[config.mk]
export PLATFORM = sky130hd
export DESIGN_NAME = instr_fetch_queue
export DESIGN_NICKNAME = d
export VERILOG_FILES = /design/src/rtl/fetch_pkg.sv /design/src/rtl/fetch_fifo.sv /design/src/rtl/instr_fetch_queue.sv
export SDC_FILE = /design/constraint.sdc
export NUM_CORES = 1
export LEC_CHECK = 0
export CAP_MARGIN = 20
export CORE_UTILIZATION = 54
export DETAILED_ROUTE_END_ITERATION = 10
export PLACE_DENSITY_LB_ADDON = 0.12
export RECOVER_POWER = 100
export SETUP_SLACK_MARGIN = 0.02
export SYNTH_ARGS = -nofsm -noshare
export SYNTH_HDL_FRONTEND = slang
export SYNTH_SLANG_ARGS = --single-unit
[constraint.sdc]
create_clock -name clk -period 2.84 [get_ports clk]
set_input_delay 0.568 -clock clk [delete_from_list [all_inputs] [get_ports clk]]
set_output_delay 0.568 -clock clk [all_outputs]
set_load 0.05 [all_outputs]
[src/rtl/fetch_pkg.sv]
// Shared types and helpers for the instruction prefetch queue.
// Provides default widths, the queue entry layout and the FIFO pointer sizing function.
package fetch_pkg;

    localparam int AW_DEF = 8;
    localparam int DW_DEF = 32;

    typedef struct packed {
        logic [AW_DEF-1:0] pc;
        logic [DW_DEF-1:0] instr;
    } fetch_entry_t;

    // Index width for a power-of-two ring; a single-bit pointer is the floor.
    function automatic int ptr_width(input int depth);
        return (depth > 1) ? $clog2(depth) : 1;
    endfunction

endpackage

[src/rtl/fetch_fifo.sv]
// Show-ahead synchronous FIFO of fetch entries with push/pop/flush and occupancy count.
// Flush beats push/pop; the parent's credit scheme guarantees no push while full.
module fetch_fifo
    import fetch_pkg::*;
#(
    parameter int  DEPTH   = 4,
    parameter type entry_t = fetch_entry_t
) (
    input  logic                   clk,
    input  logic                   rst,
    input  logic                   push,
    input  logic                   pop,
    input  logic                   flush,
    input  entry_t                 wdata,
    output entry_t                 rdata,
    output logic [$clog2(DEPTH):0] count
);

    localparam int PW = ptr_width(DEPTH);
    localparam int CW = $clog2(DEPTH) + 1;

    entry_t        mem [DEPTH];
    logic [PW-1:0] wr_ptr_reg;
    logic [PW-1:0] rd_ptr_reg;
    logic [CW-1:0] count_reg;
    logic          do_push;
    logic          do_pop;

    assign do_push = push & ~flush;
    assign do_pop  = pop & ~flush & (count_reg != '0);

    always_ff @(posedge clk) begin
        if (!rst) begin
            wr_ptr_reg <= '0;
            rd_ptr_reg <= '0;
            count_reg  <= '0;
        end else if (flush) begin
            wr_ptr_reg <= '0;
            rd_ptr_reg <= '0;
            count_reg  <= '0;
        end else begin
            if (do_push) begin
                wr_ptr_reg <= wr_ptr_reg + 1'b1;
            end
            if (do_pop) begin
                rd_ptr_reg <= rd_ptr_reg + 1'b1;
            end
            case ({do_push, do_pop})
                2'b10:   count_reg <= count_reg + 1'b1;
                2'b01:   count_reg <= count_reg - 1'b1;
                default: count_reg <= count_reg;
            endcase
        end
    end

    // Storage carries no reset; only the pointers define which slots are live.
    always_ff @(posedge clk) begin
        if (rst && do_push) begin
            mem[wr_ptr_reg] <= wdata;
        end
    end

    assign rdata = mem[rd_ptr_reg];
    assign count = count_reg;

endmodule

[src/rtl/instr_fetch_queue.sv]
// Instruction prefetch queue: owns the fetch PC, issues credit-limited reads and feeds decode in order.
// Define FETCHQ_BYPASS_EN to forward a returning word straight to the output when the queue is empty.
module instr_fetch_queue
    import fetch_pkg::*;
#(
    parameter int DEPTH = 4,
    parameter int AW    = AW_DEF,
    parameter int DW    = DW_DEF
) (
    input  logic                   clk,
    input  logic                   rst,
    input  logic                   enable,
    input  logic                   redirect,
    input  logic [AW-1:0]          redirect_pc,
    output logic                   imem_req,
    output logic [AW-1:0]          imem_addr,
    input  logic [DW-1:0]          imem_rdata,
    output logic                   out_valid,
    output logic [DW-1:0]          out_instr,
    output logic [AW-1:0]          out_pc,
    output logic [AW-1:0]          out_pc_plus1,
    input  logic                   out_ready,
    output logic [$clog2(DEPTH):0] count
);

    localparam int CW = $clog2(DEPTH) + 1;

    typedef struct packed {
        logic [AW-1:0] pc;
        logic [DW-1:0] instr;
    } entry_t;

    logic [AW-1:0] fetch_pc_reg;
    logic [AW-1:0] resp_pc_reg;
    logic          resp_pend_reg;
    logic          resp_kill_reg;

    logic [CW-1:0] fifo_count;
    logic [CW:0]   credit_used;
    entry_t        head;
    entry_t        resp_entry;
    logic          issue;
    logic          resp_valid;
    logic          accept;
    logic          fifo_push;
    logic          fifo_pop;

    // Outstanding reads reserve a slot so a returning word always has room.
    assign credit_used = {1'b0, fifo_count} + {{CW{1'b0}}, resp_pend_reg};
    assign issue       = rst & enable & ~redirect & (credit_used < (CW+1)'(DEPTH));
    assign resp_valid  = resp_pend_reg & ~resp_kill_reg;
    assign resp_entry  = '{pc: resp_pc_reg, instr: imem_rdata};

`ifdef FETCHQ_BYPASS_EN
    logic bypass_active;

    assign bypass_active = resp_valid & (fifo_count == '0);
    assign out_valid     = rst & ~redirect & ((fifo_count != '0) | bypass_active);
    assign out_instr     = bypass_active ? imem_rdata  : head.instr;
    assign out_pc        = bypass_active ? resp_pc_reg : head.pc;
    assign accept        = out_valid & out_ready & enable;
    assign fifo_push     = resp_valid & ~(bypass_active & accept);
    assign fifo_pop      = accept & ~bypass_active;
`else
    assign out_valid = rst & ~redirect & (fifo_count != '0);
    assign out_instr = head.instr;
    assign out_pc    = head.pc;
    assign accept    = out_valid & out_ready & enable;
    assign fifo_push = resp_valid;
    assign fifo_pop  = accept;
`endif

    assign out_pc_plus1 = out_pc + 1'b1;
    assign imem_req     = issue;
    assign imem_addr    = fetch_pc_reg;
    assign count        = fifo_count;

    always_ff @(posedge clk) begin
        if (!rst) begin
            fetch_pc_reg  <= '0;
            resp_pc_reg   <= '0;
            resp_pend_reg <= 1'b0;
            resp_kill_reg <= 1'b0;
        end else begin
            resp_pend_reg <= issue;
            if (redirect) begin
                fetch_pc_reg  <= redirect_pc;
                // Anything tied to the old stream must not reach the queue.
                resp_kill_reg <= resp_pend_reg | issue;
            end else begin
                resp_kill_reg <= 1'b0;
                if (issue) begin
                    fetch_pc_reg <= fetch_pc_reg + 1'b1;
                    resp_pc_reg  <= fetch_pc_reg;
                end
            end
        end
    end

    fetch_fifo #(
        .DEPTH   (DEPTH),
        .entry_t (entry_t)
    ) u_fifo (
        .clk   (clk),
        .rst   (rst),
        .push  (fifo_push),
        .pop   (fifo_pop),
        .flush (redirect),
        .wdata (resp_entry),
        .rdata (head),
        .count (fifo_count)
    );

endmodule

==> Yosys cells after proc, flatten, opt, wreduce, memory -nomap -nowiden <==
Memories as Yosys holds them, arrays and structs flattened. A register that Yosys moved wholly into a read port is not among the register bits.
Cells that the tools add are included.
Widths: inputs -> output; s select.
{ "totals": {"regBits": 25, "mem_bits_rw": 160, "inputBits": 45, "output_inout_bits": 61, "word_cells": 47, "n_memories": 1} }
{ "memory_table": {"columns": ["memory", "depth", "width", "rd", "rd_ports_with_merged_regs", "wr", "line", "text"], "rows": [
  ["u_fifo.mem", 4, 40, 1, 1, 1, "fetch_fifo.sv:22", "entry_t mem [DEPTH];"]
]} }
{ "classes": {"add_sub_neg": 7, "order_cmp": 1, "eq_ne": 2, "mux": 7, "bitwise": 15, "n_reduce_logical": 7} }
{ "ops": {"columns": ["op", "count"], "rows": [
  ["$add 8x1->8 const B", 2],
  ["$mux 8", 2],
  ["$and 1x1->1", 11],
  ["$pmux 3 s2", 1],
  ["$add 2x1->2 const B", 2],
  ["$add 3x1->4", 1],
  ["$lt 4x3->1 const B", 1],
  ["$mux 2", 2],
  ["$reduce_and 2->1", 2],
  ["$reduce_bool 2->1", 2],
  ["$add 3x1->3 const B", 1],
  ["$not 1->1", 3],
  ["$reduce_bool 3->1", 1],
  ["$sub 3x1->3 const B", 1],
  ["$eq 2x1->1 const B", 1],
  ["$eq 2x2->1 const B", 1],
  ["$mux 1", 2],
  ["$reduce_or 2->1", 1],
  ["$logic_and 1x1->1", 1],
  ["$or 1x1->1", 1]
]} }

==> Longest topological paths before layout <==
{ "depth": {"ltp_word": 9, "mapped_depth": 9, "depth_no_buf": 8} }

==> Cells and area by module <==
From an unflattened synthesis, not the netlist that was laid out.
{ "hier_totals": {"cells_unflattened": 377, "hier_area_um2": 7204.4} }
{ "modules_own_cells": {"columns": ["mod", "n_inst", "cells_per_inst", "area_each_um2", "seq_area_each_um2"], "rows": [
  ["fetch_fifo", 1, 258, 6271.0, 4984.8],
  ["instr_fetch_queue", 1, 119, 933.4, 360.3]
]} }

==> Worst setup path after synthesis <==
Ideal clock, no wire load.
{ "synth_timing": {"path_type": "flip-flop to output port", "start": "reg (tool-made name)", "end": "out out_pc_plus1[2]", "arrival_time_ps": 2342, "required_time_ps": 2272, "path_slack_ps": -70, "stages_incl_launch_ff": 6, "n_path_buf": 2, "path_cell_list": "dfxtp_1 > buf_6 > buf_6 > mux4_2 > ha_1 > xor2_1"} }
{ "synth_lines": {"columns": ["element", "line", "text"], "rows": [
  ["to (decl)", "instr_fetch_queue.sv:21", "output logic [AW-1:0] out_pc_plus1,"]
]} }

==> flow_metrics.tcl <==
set metrics [dict create \
    outcome "completed" \
    worst_pin_slew_ps 883.2 \
    cts-root-buf "sky130_fd_sc_hd__clkbuf_16" \
    route.detailed.drc 0 \
    floorplan.die.width_um 116.9 \
    detailed_place_hpwl_mm 8.055 \
    post_drt_wl_per_cell_um 18.57 \
    totalPowerFinal_mw 5.632 \
    ff2ff_setup_slack_ps 720 \
    synth_xor_xnor_area_share_pct 1.475 \
    power_density_nw_per_um2 623.8 \
    fin_skew_ps 5.182 \
    vias_after_detailed_routing 3733 \
    min_period_over_period_pct 96.55 \
    cap_violations 0 \
    clock_tree.htree_level_count 4 \
    total_routing_usage_gr_pct 20.50 \
    postPlaceCellArea_sq_um 8509 \
    finalInstanceArea_sq_um 9029 \
    setup_violations 0 \
    place.detailed.instances 651 \
    clock_sink_count 187 \
    placementRows 41 \
    fin_nets 559 \
    syn_area_per_cell_sq_um 19.05 \
    finalMaxSlewViolations 0 \
    yosys_warnings 0 \
    worstSetupEndpointType "output port" \
    ir_worst_vdd_mv 0.3875 \
    io_pins 106 \
    synth_top_cells_by_area "sky130_fd_sc_hd__edfxtp_1, sky130_fd_sc_hd__mux4_2, sky130_fd_sc_hd__dfxtp_1" \
    synth_compound_area_share_pct 2.248 \
    cts_tree "yes" \
    sw_frac_of_total_pct 18.99 \
    area_growth_pct 26.71 \
    synth_area_in_adders_pct 1.510 \
    critPathRequiredTime_ps 2270 \
    hold_depth 2 \
    postSynthNetCount 427 \
    synth.most_common_cell "sky130_fd_sc_hd__edfxtp_1" \
    synth_top_family_by_area "multiplexers" \
    power.combinational.fraction_pct 3.6 \
    hp-class "reg -> reg" \
    cts-buffers-inserted 17 \
    critical_path.reg2reg.startpoint "resp_pend_reg$_SDFF_PN0_" \
    netlist.area_leader.share_pct 67.43 \
    rsz0062_at_grt "yes" \
    pin_count_of_the_biggest_net_entering_global_routing 37 \
    synth_seq_cells 187 \
    path_class "reg -> out" \
    netlist_area_before_placement_sq_um 7126 \
    detail_route_antenna_nets 0 \
    synth_area_leader_cell "sky130_fd_sc_hd__edfxtp_1" \
    regToRegEndpoint "u_fifo.mem[2][13]$_DFFE_PP_" \
    timing.critical_path.arrival_ps 2170 \
    cts_max_path_buffers 2 \
    fin_ws_ps 98.11 \
    clk_transition_reported_paths_ps 60 \
    min_from "resp_pc_reg[6]$_SDFFE_PN0P_" \
    coreArea_sq_um 12720 \
    worst_hold_slack_ps 518.3 \
    die_h_um 116.9 \
    design.die.area_sq_um 13660 \
    worst_hold_path.endpoint "resp_pc_reg[6]$_SDFFE_PN0P_" \
    share_of_async_settable_or_async_resettable_flops_after_synthesis_pct 0 \
    post-route-util_pct 70.97 \
    relative_max_transition_margin_pct 41.12 \
    globalRouteOverflowTotal 0 \
    layout.cells.non_filler 693 \
    syn-instance-count 374 \
    pre_cts_ws_ps 100.1 \
    drtPass1Iterations 5 \
    layout-drive-gt1-share_pct 27.36 \
    port-buffer-count 105 \
    yosysUniqueCellTypes 37 \
    timing.critical_path.fanout_max 7 \
    synth_simple_gate_area_share_pct 5.145 \
    gp_congestion 0.7590 \
    layout_min_cycle_time_ps 2742 \
    antenna_found_initial 2 \
    worstSetupStartpointType "flip-flop" \
    synth-main-ff-cell "sky130_fd_sc_hd__edfxtp_1" \
    via_per_inst 5.387 \
    static_leakage_nw 3.041 \
    dr.first_iter.drc_count 226 \
    netlist_top_cells_count "sky130_fd_sc_hd__edfxtp_1, sky130_fd_sc_hd__mux4_2, sky130_fd_sc_hd__dfxtp_1" \
    worstSkewPairLatency_ps 410 \
    fmax_ghz 0.3647 \
    grt_pass1_wl_mm 20.00 \
    reg_power_share_pct 53.3 \
    power_frac_clock_pct 43.1 \
    vias_in_the_first_global_route 3864 \
    cellInternalPower_mw 4.562 \
    report.final.hold_viol_count 0 \
    synth.mux.area_fraction_pct 12.94 \
    setup_total_negative_slack_ps 0 \
    synth_edf_count 160 \
    rr_worst_depth 3 \
    flip_flop_count_of_the_largest_register_after_layout 160 \
    synth.yosys.seq_area_share_pct 75.01 \
    initial_utilization_pct 56.01 \
    wirelength_mm 12.87 \
    power.net_switching_mw 1.070 \
]
-- worst max path at each step --
stage / cells after the start / start / slack, ps / to
2_1_floorplan: 6 / flip-flop / -0.5 / out_pc_plus1[6]
3_3_place_gp: 9 / rst / 190 / u_fifo.count[2]$_SDFFE_PP0P_
3_5_place_dp: 9 / redirect / 100 / u_fifo.count[2]$_SDFFE_PP0P_
4_1_cts: 6 / flip-flop / 40 / out_pc_plus1[6]
5_1_grt: 6 / redirect / 9 / imem_req
6_report: 6 / flip-flop / 100 / out_pc_plus1[6]
-- area by class of cell --
type                    instances  area (sq um)
repair buffers                128          1104
well taps                     172         215.2
fillers                       843          3694
flip-flops and latches        187          5353
clock inverters                12         171.4
clock buffers                  20         446.7
inverters                      11         41.29
multi-input cells             161          1693
diodes                          2         5.005
-- critical path, cell delays in order, from the launching register on --
cell	delay (ps)
sky130_fd_sc_hd__dfxtp_4	420
sky130_fd_sc_hd__mux4_2	570
sky130_fd_sc_hd__and2_4	190
sky130_fd_sc_hd__and3_4	180
sky130_fd_sc_hd__nand2_4	70
sky130_fd_sc_hd__xnor2_2	130
sky130_fd_sc_hd__clkbuf_16	200
-- logic make-up (layout without fill, tap and decap cells) --
group / after synthesis / count (layout)
flops: 187 / 187
simple gates: 70 / 70
mux: 42 / 42
compound gates: 29 / 29
buf+inv: 26 / 171
xor+xnor: 12 / 12
fa+ha+maj: 8 / 8
other cells: 0 / 2
-- power groups by stage --
stage / clock network [mW] / logic (mW) / registers [mW]
5_1_grt: 2.58 / 0.219 / 3.00
3_5_place_dp: 0 / 0.223 / 3.06
4_1_cts: 2.47 / 0.224 / 3.00
2_1_floorplan: 0 / 0.0742 / 3.08
6_report: 2.43 / 0.205 / 3.00
3_3_place_gp: 0 / 0.218 / 3.06
-- cell usage in the layout, fill, tap and decap left out, drive strengths merged, types with 4 or more instances in the layout --
cell type,instances
a21oi,18
and3,9
buf,22
bufinv,4
clkbuf,71
clkdlybuf4s50,10
clkinv,5
dfxtp,27
dlygate4sd3,45
edfxtp,160
ha,7
inv,11
mux4,40
nand2,27
nand3,4
nor2,15
o21ai,6
xnor2,8
xor2,4
-- what timing repair did --
action	CTS	global route
hold buffers	0	0
resized for setup	0	5
pin swaps	0	2
setup endpoints to repair	3	2
buffers inserted	3	5
-- layer usage --
layer  vias up  wire (um)  track usage [%]
met4         0        123            8.017
met1      1885       5471            25.50
met2       112       6671            34.60
li1       1725          -                -
met5         -          0                0
met3        11        603            5.510
No activity file was read; power rests on OpenSTA's default activity.
